<file path="config.mk">
export PLATFORM = sky130hd
export DESIGN_NAME = matmul_apb_bridge
export DESIGN_NICKNAME = d
export VERILOG_FILES = /design/src/rtl/matmul_pkg.sv /design/src/rtl/matmul_apb_regfile.sv /design/src/rtl/matmul_apb_bridge.sv
export SDC_FILE = /design/constraint.sdc
export NUM_CORES = 1
export LEC_CHECK = 0
export ABC_AREA = 0
export BUFFER_PORTS_ARGS = -buffer_cell sky130_fd_sc_hd__buf_2
export CORE_AREA = 5 5 136 268
export DETAILED_ROUTE_END_ITERATION = 6
export DIE_AREA = 0 0 141 273
export PLACE_DENSITY = 0.65
export SLEW_MARGIN = 20
export SYNTH_ARGS = -nofsm -noshare
export SYNTH_HDL_FRONTEND = slang
export SYNTH_SLANG_ARGS = --single-unit
</file>
<file path="constraint.sdc">
create_clock -name clk_i -period 7.7 [get_ports clk_i]
set_clock_uncertainty 0.05 [all_clocks]
set_input_delay 2.31 -clock clk_i [delete_from_list [all_inputs] [get_ports clk_i]]
set_output_delay 2.31 -clock clk_i [all_outputs]
set_load 0.02 [all_outputs]
</file>
<file path="src/rtl/matmul_pkg.sv">
// Shared constants, register map and FSM encoding for the
// matrix-multiply APB bridge.
package matmul_pkg;

    localparam int unsigned DATA_WIDTH = 8;
    localparam int unsigned BUS_WIDTH  = 32;
    localparam int unsigned ADDR_WIDTH = 32;
    localparam int unsigned MAX_DIM    = BUS_WIDTH / DATA_WIDTH;
    localparam int unsigned IDX_W      = $clog2(MAX_DIM);
    localparam int unsigned SP_AW      = 2 * IDX_W;

    localparam logic [4:0] ADDR_CONTROL = 5'h00;
    localparam logic [4:0] ADDR_OPA     = 5'h04;
    localparam logic [4:0] ADDR_OPB     = 5'h08;
    localparam logic [4:0] ADDR_FLAGS   = 5'h0C;
    localparam logic [4:0] ADDR_SP0     = 5'h10;
    localparam logic [4:0] ADDR_SP1     = 5'h14;
    localparam logic [4:0] ADDR_SP2     = 5'h18;
    localparam logic [4:0] ADDR_SP3     = 5'h1C;

    localparam int unsigned CTRL_START  = 0;
    localparam int unsigned CTRL_MODE   = 1;
    localparam int unsigned CTRL_WR_TGT = 2;
    localparam int unsigned CTRL_RD_TGT = 4;
    localparam int unsigned CTRL_N      = 8;
    localparam int unsigned CTRL_K      = 10;
    localparam int unsigned CTRL_M      = 12;

    // Start never persists in storage; reserved bits read back as zero.
    localparam logic [15:0] CTRL_WMASK = 16'h3F3E;

    typedef enum logic [1:0] {
        S_IDLE,
        S_SETUP,
        S_ACCESS
    } apb_state_e;

    function automatic logic [BUS_WIDTH-1:0] byte_merge(
        input logic [BUS_WIDTH-1:0] old_v,
        input logic [BUS_WIDTH-1:0] new_v,
        input logic [MAX_DIM-1:0]   strb
    );
        logic [BUS_WIDTH-1:0] r;
        r = old_v;
        for (int b = 0; b < int'(MAX_DIM); b++) begin
            if (strb[b]) begin
                r[b*DATA_WIDTH +: DATA_WIDTH] = new_v[b*DATA_WIDTH +: DATA_WIDTH];
            end
        end
        return r;
    endfunction

endpackage

</file>
<file path="src/rtl/matmul_apb_regfile.sv">
// Byte-strobed storage for the CONTROL register and the
// operand A rows / operand B columns.
module matmul_apb_regfile
    import matmul_pkg::*;
(
    input  logic                         clk_i,
    input  logic                         rst_i,
    input  logic                         ctrl_we_i,
    input  logic                         opa_we_i,
    input  logic                         opb_we_i,
    input  logic [IDX_W-1:0]             line_i,
    input  logic [BUS_WIDTH-1:0]         wdata_i,
    input  logic [MAX_DIM-1:0]           strb_i,
    output logic [15:0]                  ctrl_o,
    output logic [BUS_WIDTH*MAX_DIM-1:0] opa_o,
    output logic [BUS_WIDTH*MAX_DIM-1:0] opb_o
);

    logic [15:0]                         ctrl_q;
    logic [15:0]                         ctrl_d;
    logic [MAX_DIM-1:0][BUS_WIDTH-1:0]   opa_q;
    logic [MAX_DIM-1:0][BUS_WIDTH-1:0]   opb_q;

    // Merge the two low byte lanes into CONTROL and drop non-storable bits.
    always_comb begin
        ctrl_d = ctrl_q;
        for (int b = 0; b < 2; b++) begin
            if (strb_i[b]) begin
                ctrl_d[b*DATA_WIDTH +: DATA_WIDTH] = wdata_i[b*DATA_WIDTH +: DATA_WIDTH];
            end
        end
        ctrl_d = ctrl_d & CTRL_WMASK;
    end

    // Commit strobed writes; reset wins over any pending commit.
    always_ff @(posedge clk_i) begin
        if (rst_i) begin
            ctrl_q <= '0;
            opa_q  <= '0;
            opb_q  <= '0;
        end else begin
            if (ctrl_we_i) begin
                ctrl_q <= ctrl_d;
            end
            if (opa_we_i) begin
                opa_q[line_i] <= byte_merge(opa_q[line_i], wdata_i, strb_i);
            end
            if (opb_we_i) begin
                opb_q[line_i] <= byte_merge(opb_q[line_i], wdata_i, strb_i);
            end
        end
    end

    assign ctrl_o = ctrl_q;
    assign opa_o  = opa_q;
    assign opb_o  = opb_q;

endmodule

</file>
<file path="src/rtl/matmul_apb_bridge.sv">
// APB slave front end for the matrix-multiply core: decode,
// transfer FSM, start/busy tracking, FLAGS and scratchpad reads.
module matmul_apb_bridge
    import matmul_pkg::*;
(
    input  logic                         clk_i,
    input  logic                         rst_i,
    input  logic                         psel_i,
    input  logic                         penable_i,
    input  logic                         pwrite_i,
    input  logic [ADDR_WIDTH-1:0]        paddr_i,
    input  logic [BUS_WIDTH-1:0]         pwdata_i,
    input  logic [MAX_DIM-1:0]           pstrb_i,
    output logic [BUS_WIDTH-1:0]         prdata_o,
    output logic                         pready_o,
    output logic                         pslverr_o,
    output logic                         busy_o,
    output logic                         start_o,
    output logic [15:0]                  ctrl_o,
    output logic [BUS_WIDTH*MAX_DIM-1:0] opa_o,
    output logic [BUS_WIDTH*MAX_DIM-1:0] opb_o,
    input  logic                         busy_i,
    input  logic                         done_i,
    input  logic [BUS_WIDTH-1:0]         flags_i,
    output logic                         sp_rd_en_o,
    output logic [1:0]                   sp_sel_o,
    output logic [SP_AW-1:0]             sp_addr_o,
    input  logic [BUS_WIDTH-1:0]         sp_rdata_i
);

    apb_state_e           state_q;
    logic                 pready_q;
    logic                 start_q;
    logic                 pending_q;
    logic                 sp_rd_en_q;
    logic [1:0]           sp_sel_q;
    logic [SP_AW-1:0]     sp_addr_q;
    logic [BUS_WIDTH-1:0] flags_q;

    logic [4:0]           reg_off;
    logic [IDX_W-1:0]     line;
    logic [SP_AW-1:0]     sp_idx;
    logic                 misal;
    logic                 is_ctrl;
    logic                 is_opa;
    logic                 is_opb;
    logic                 is_flags;
    logic                 is_sp;
    logic                 illegal;
    logic                 setup_req;
    logic                 xfer;
    logic                 commit;
    logic                 sp_req;
    logic                 start_wr;
    logic                 unused_addr;

    assign reg_off     = paddr_i[4:0];
    assign line        = paddr_i[5 +: IDX_W];
    assign sp_idx      = paddr_i[5 +: SP_AW];
    assign unused_addr = ^paddr_i[ADDR_WIDTH-1:5+SP_AW];

    assign misal    = |paddr_i[1:0];
    assign is_ctrl  = reg_off == ADDR_CONTROL;
    assign is_opa   = reg_off == ADDR_OPA;
    assign is_opb   = reg_off == ADDR_OPB;
    assign is_flags = reg_off == ADDR_FLAGS;
    assign is_sp    = reg_off[4] & ~misal;

    assign busy_o  = start_q | busy_i | pending_q;

    // Read-only targets and writes to core-facing state while busy are refused.
    assign illegal = misal
                   | (pwrite_i & (is_flags | is_sp))
                   | (pwrite_i & busy_o & (is_ctrl | is_opa | is_opb));

    assign setup_req = psel_i & ~penable_i;
    assign xfer      = (state_q == S_ACCESS) & psel_i & penable_i;
    assign commit    = xfer & pwrite_i & ~illegal;
    assign sp_req    = setup_req & ~pwrite_i & is_sp;
    assign start_wr  = commit & is_ctrl & pstrb_i[0] & pwdata_i[CTRL_START];

    matmul_apb_regfile u_regfile (
        .clk_i     (clk_i),
        .rst_i     (rst_i),
        .ctrl_we_i (commit & is_ctrl),
        .opa_we_i  (commit & is_opa),
        .opb_we_i  (commit & is_opb),
        .line_i    (line),
        .wdata_i   (pwdata_i),
        .strb_i    (pstrb_i),
        .ctrl_o    (ctrl_o),
        .opa_o     (opa_o),
        .opb_o     (opb_o)
    );

    // Transfer FSM with registered handshake, start and scratchpad request outputs.
    always_ff @(posedge clk_i) begin
        if (rst_i) begin
            state_q    <= S_IDLE;
            pready_q   <= 1'b0;
            start_q    <= 1'b0;
            pending_q  <= 1'b0;
            sp_rd_en_q <= 1'b0;
            sp_sel_q   <= '0;
            sp_addr_q  <= '0;
        end else begin
            pready_q   <= 1'b0;
            start_q    <= 1'b0;
            sp_rd_en_q <= 1'b0;
            sp_sel_q   <= '0;
            sp_addr_q  <= '0;
            if (busy_i) begin
                pending_q <= 1'b0;
            end else if (start_q) begin
                pending_q <= 1'b1;
            end
            unique case (state_q)
                S_IDLE: begin
                    if (setup_req) begin
                        state_q    <= S_SETUP;
                        sp_rd_en_q <= sp_req;
                        sp_sel_q   <= sp_req ? paddr_i[3:2] : 2'b00;
                        sp_addr_q  <= sp_req ? sp_idx : '0;
                    end
                end
                S_SETUP: begin
                    if (!psel_i) begin
                        state_q <= S_IDLE;
                    end else begin
                        state_q  <= S_ACCESS;
                        pready_q <= 1'b1;
                    end
                end
                S_ACCESS: begin
                    start_q <= start_wr;
                    if (setup_req) begin
                        state_q    <= S_SETUP;
                        sp_rd_en_q <= sp_req;
                        sp_sel_q   <= sp_req ? paddr_i[3:2] : 2'b00;
                        sp_addr_q  <= sp_req ? sp_idx : '0;
                    end else begin
                        state_q <= S_IDLE;
                    end
                end
                default: state_q <= S_IDLE;
            endcase
        end
    end

    // FLAGS capture the core status on each done pulse.
    always_ff @(posedge clk_i) begin
        if (rst_i) begin
            flags_q <= '0;
        end else if (done_i) begin
            flags_q <= flags_i;
        end
    end

    // Read mux; a done pulse coinciding with a FLAGS read forwards the new value.
    always_comb begin
        prdata_o = '0;
        if (xfer & ~pwrite_i & ~illegal) begin
            unique case (1'b1)
                is_ctrl:  prdata_o = {{(BUS_WIDTH-16){1'b0}}, ctrl_o};
                is_opa:   prdata_o = opa_o[int'(line)*BUS_WIDTH +: BUS_WIDTH];
                is_opb:   prdata_o = opb_o[int'(line)*BUS_WIDTH +: BUS_WIDTH];
                is_flags: prdata_o = done_i ? flags_i : flags_q;
                is_sp:    prdata_o = sp_rdata_i;
                default:  prdata_o = '0;
            endcase
        end
    end

    assign pready_o   = pready_q;
    assign pslverr_o  = xfer & illegal;
    assign start_o    = start_q;
    assign sp_rd_en_o = sp_rd_en_q;
    assign sp_sel_o   = sp_sel_q;
    assign sp_addr_o  = sp_addr_q;

endmodule

</file>
# Word level (Yosys, flattened, before mapping)
# Index checks and enable logic that the tools add are counted.
[totals] out_inout_bits=315 wordCells=115 register_bits=311 memories=0 romBits=0 ram_bits=0 latch_bits=0 inputBits=139
[op_classes] n_mul=0 n_eq_ne=6 n_addsub=0 magnitude_cmp=2 shifts=2 muxes=40 div=0 reduce_logical=12 n_bitwise=35
[ops] cell="128-bit bitwise mux" count=2
[ops] cell="128-bit by 8-bit variable part select with 32-bit output" count=2
[ops] cell="8-bit 2-to-1 mux" count=24
[ops] cell="32-bit 2-to-1 mux" count=5
[ops] cell="32-bit case mux with 5 select lines" count=1
[ops] cell="32-bit binary-select mux with 2-bit select" count=2
[ops] cell="32-bit demux with 2-bit select" count=1
[ops] cell="1-bit bitwise AND" count=19
[ops] cell="5-bit by 4-bit equality test with 1-bit output, second input constant" count=2
[ops] cell="2-bit OR reduction" count=5
[ops] cell="1-bit NOT" count=9
[ops] cell="1-bit bitwise OR" count=7
[ops] cell="2-bit case mux with 3 select lines" count=1
[ops] cell="5-bit by 3-bit equality test with 1-bit output, second input constant" count=1
[ops] cell="5-bit logical NOT" count=1
[ops] cell="2-bit 2-to-1 mux" count=2
[ops] cell="2-bit AND reduction" count=2
[ops] cell="4-bit OR reduction" count=1
[ops] cell="2-bit by 3-bit < comparator with 1-bit output, second input constant" count=1
[ops] cell="3-bit OR reduction" count=1
[ops] cell="2-bit by 1-bit equality test with 1-bit output, second input constant" count=1
[ops] cell="2-bit equality test, second input constant" count=1
[ops] cell="2-bit by 1-bit >= comparator with 1-bit output, second input constant" count=1
[ops] cell="2-bit logical NOT" count=1
[ops] cell="other kinds (3)" count=4

# Depth between registers and ports, before layout
[logic_depth] ltp_word=13 mapped_depth=8 ltp_nobuf=4

# Hierarchy
# A second synthesis with hierarchy kept.
[unflattened] hier_cells=1774 hier_area_um2=15499.9
[modules_own_cells] mod="matmul_apb_regfile" area_each_um2=11364.6 seq_area_each_um2=5345.1 instances=1 cells_each=1291
[modules_own_cells] mod="matmul_apb_bridge" area_each_um2=4135.2 seq_area_each_um2=880.8 instances=1 cells_each=483

# Worst setup path after synthesis
# Ideal clock, no wire load.
[synth_path] kind="input -> output" startpoint="in paddr_i[6]" endpoint="out prdata_o[10]" t_arrival_ns=4.109 path_buffers=4 required_time_ns=5.340 setup_slack_ns=1.231 stages=8 path_cell_list="buf_2 -> buf_2 -> buf_1 -> clkbuf_1 -> nand2_1 -> o22ai_1 -> o21ai_0 -> a21oi_1"
[synth_between] elab_chain_len=3 word_cells_on_any_way=4 classes_between="shift (2); mux (2)"
[synth_lines] item="start: declaration" line="matmul_apb_bridge.sv:11" rtl="input logic [ADDR_WIDTH-1:0] paddr_i,"
[synth_lines] item="128-bit by 8-bit variable part select with 32-bit output (on tied branches)" line="matmul_apb_bridge.sv:166, matmul_apb_bridge.sv:165"
[synth_lines] item="32-bit case mux with 5 select lines (*)" line="matmul_apb_bridge.sv:163" rtl="unique case (1'b1)"
[synth_lines] item="32-bit 2-to-1 mux (*)" line="matmul_apb_bridge.sv:162" rtl="if (xfer & ~pwrite_i & ~illegal) begin"
[synth_lines] item="end: declaration" line="matmul_apb_bridge.sv:14" rtl="output logic [BUS_WIDTH-1:0] prdata_o,"
# Mark *: on every way between the ends. The rest lies on a longest branch, timed or not.

# Worst setup path in the final report
[layout_path] startpoint="in paddr_i[5]" endpoint="out prdata_o[18]"
# Same word-level chain as after synthesis.

==> flow_metrics.tcl <==
set metrics [dict create \
    rrSetupSlack_ps 4620 \
    grt_pass1_wl_mm 86.44 \
    period_share_pct 91.32 \
    path_clk_slew_ps 60 \
    final_cell_mix "422 x buf_2, 311 x dfxtp_1, 146 x nor2_1, 128 x o2bb2ai_1, 128 x a211oi_1" \
    p_sw_w 0.0008148 \
    path_class "input pin to output port" \
    drv_cap 0 \
    final_core_util_pct 49.78 \
    synth_cells 1264 \
    arrival_ps 4670 \
    worstMarginPinSlew_ps 1088 \
    pre_cts_ws_ps 643.3 \
    cpLargestDelayFamily "buffers and inverters" \
    die-height_microns 273 \
    cp_slowest_cell "mux4_2" \
    postSynthAreaPerCell_sq_um 10.64 \
    drt_iter0_drc 895 \
    max_freq_mhz 142.2 \
    crit_required_ps 5340 \
    period_needed_ps 7031 \
    grt_usage_pct 29.98 \
    final_common_cell "buf_2" \
    cp-end-kind "output port" \
    status "finished, violations left" \
    p_seq_share_pct 47.6 \
    core_sq_um 34110 \
    ant_nets 0 \
    cts_tree "done" \
    drt-total-wl_mm 60.32 \
    htree_levels 1 \
    synth-xor-area-share_pct 0 \
    dr.pass1.iters 7 \
    grt_max_degree 103 \
    internal-power_w 0.002591 \
    relSlewSlack_pct 26.88 \
    synth_top_family_by_area "compound AO/OA/AOI/OAI gates" \
    synth_seq_area_share_pct 46.29 \
    synth-edff-count 0 \
    fillers 3224 \
    netlist_area_sq_um 13450 \
    synthAdderAreaFrac_pct 0 \
    violations "design-rule violations" \
    rows 96 \
    synth.distinct_cells 46 \
    report.final.slew_viol_count 0 \
    clockPowerShare_pct 45.2 \
    synth_compound_area_share_pct 21.02 \
    cts_buffers 29 \
    overflow 0 \
    clockRootBuffer "clkbuf_16" \
    fp.dieW_microns 141 \
    post_cts_resized 0 \
    io_buffer_count 425 \
    critPathMaxFanout 34 \
    nets 1771 \
    place.gp.congestion 0.9976 \
    ir_worst_vdd_mv 0.1551 \
    num_antenna_cells 0 \
    antenna_found_initial 3 \
    yosys_warnings 0 \
    cpPeakStageDelay_ps 640 \
    area_growth_pct 26.25 \
    crit_buf_inv 3 \
    die_area_sq_um 38490 \
    crit_top_cell "buf_4" \
    ys_ff_latch 311 \
    fin_ws_ps 668.7 \
    cts_sinks 311 \
    vias 12540 \
    cellPowerDensity_nw_per_um2 200.6 \
    postCtsSetupBuffers 0 \
    synth-simple-area-share_pct 10.98 \
    setup_viol_count_final 0 \
    sw_frac_of_total_pct 23.92 \
    synthMuxAreaShare_pct 17.30 \
    hp-class "register to register" \
    dp_hpwl_mm 44.04 \
    rsz0062_at_grt "no" \
    drc_errors 4 \
    pin_count 454 \
    synthFlopType "dfxtp_1" \
    async_flop_share_pct 0 \
    hold_viol_final 0 \
    initial_core_util_pct 39.43 \
    clk_latency_ps 560 \
    p_comb_share_pct 7.2 \
    cts.path.max_buffers 3 \
    power_w 0.003406 \
    grt_pass1_vias 12830 \
    hold_buffers 0 \
    fin_setup_tns_ps 0 \
    crit_path_start_kind "input pin" \
    viasPerCell 5.982 \
    cp_cell_sequence "buf_4 -> mux4_2 -> a222oi_1 -> buf_4 -> a21oi_1 -> buf_2" \
    wl_per_cell_microns 28.78 \
    layout-drive-gt1-share_pct 37.40 \
    leakage_nw 7.005 \
]
==> cells by family after synthesis <==
kind of cell,after synthesis
flip-flops,311
multiplexers,161
buffers and inverters,131
AND/OR/NAND/NOR,293
AO/OA/AOI/OAI,367
other,1
==> worst paths after layout <==
path                                             end                start  cells after the start
worst max-delay path                    prdata_o[18]           paddr_i[5]                      6
worst min-delay path             u_regfile.opa_o[37]  u_regfile.opa_o[37]                      1
worst max register to register  u_regfile.opa_o[126]            pending_q                      4
worst min register to register   u_regfile.opa_o[37]  u_regfile.opa_o[37]                      1
==> through the flow <==
step	hold slack (ps)	cell area [sq um]	instances
floorplan	385.7	13460	1268
global placement	410.4	15960	2042
detailed placement	416.4	15960	2042
CTS	430.9	16980	2096
global route	442.8	16980	2096
finish	432.7	16980	2096
==> layer usage <==
| metal | GRT usage (%) | vias up | part of all wire (%) |
|---|---|---|---|
| li1 | - | 5535 | - |
| met1 | 30.53 | 6150 | 33 |
| met2 | 53.94 | 661 | 51 |
| met3 | 4.430 | 188 | 6.5 |
| met4 | 23.33 | 4 | 9.5 |
| met5 | 0 | - | 0.043 |
==> Yosys cell counts (all sizes together) (10+ instances only) <==
cell | count | share of area, %
nor2 | 149 | 4.2
nor2b | 45 | 2.1
mux4 | 54 | 9.0
clkbuf | 78 | 2.2
o2bb2ai | 128 | 8.3
and2 | 16 | 0.74
nand2 | 35 | 0.98
mux2 | 32 | 2.7
nand2b | 15 | 0.70
a31oi | 12 | 0.56
a21oi | 45 | 1.7
mux2i | 75 | 5.6
o21ai | 11 | 0.41
a211oi | 128 | 7.1
o22ai | 10 | 0.47
buf | 50 | 2.1
dfxtp | 311 | 46
a222oi | 31 | 2.3
==> area by class of cell <==
cell class	instances	area [sq um]	area share (%)
Multi-Input combinational cell	826	6725	39.61
Sequential cell	311	6226	36.67
Timing Repair Buffer	461	2446	14.41
Clock buffer	41	870.8	5.129
Tap cell	441	551.8	3.250
Clock inverter	13	148.9	0.8769
Inverter	3	11.26	0.06632
==> power groups by stage <==
stage          Combinational, W  Clock [W]  Sequential [W]
2_1_floorplan          0.000141          0         0.00166
3_3_place_gp           0.000242          0         0.00166
3_5_place_dp           0.000245          0         0.00166
4_1_cts                0.000245    0.00156         0.00162
5_1_grt                0.000257    0.00163         0.00162
6_report               0.000247    0.00154         0.00162
==> registers in the layout (all words and copies together), names as in the netlist <==
register and count:
sp_addr_o 4, pready_o 1, sp_rd_en_o 1, state_q 2, u_regfile.ctrl_o 11, u_regfile.opb_o 128, u_regfile.opa_o 128, pending_q 1
start_o 1, sp_sel_o 2, flags_q 32
Power figures use the tool's default switching activity.
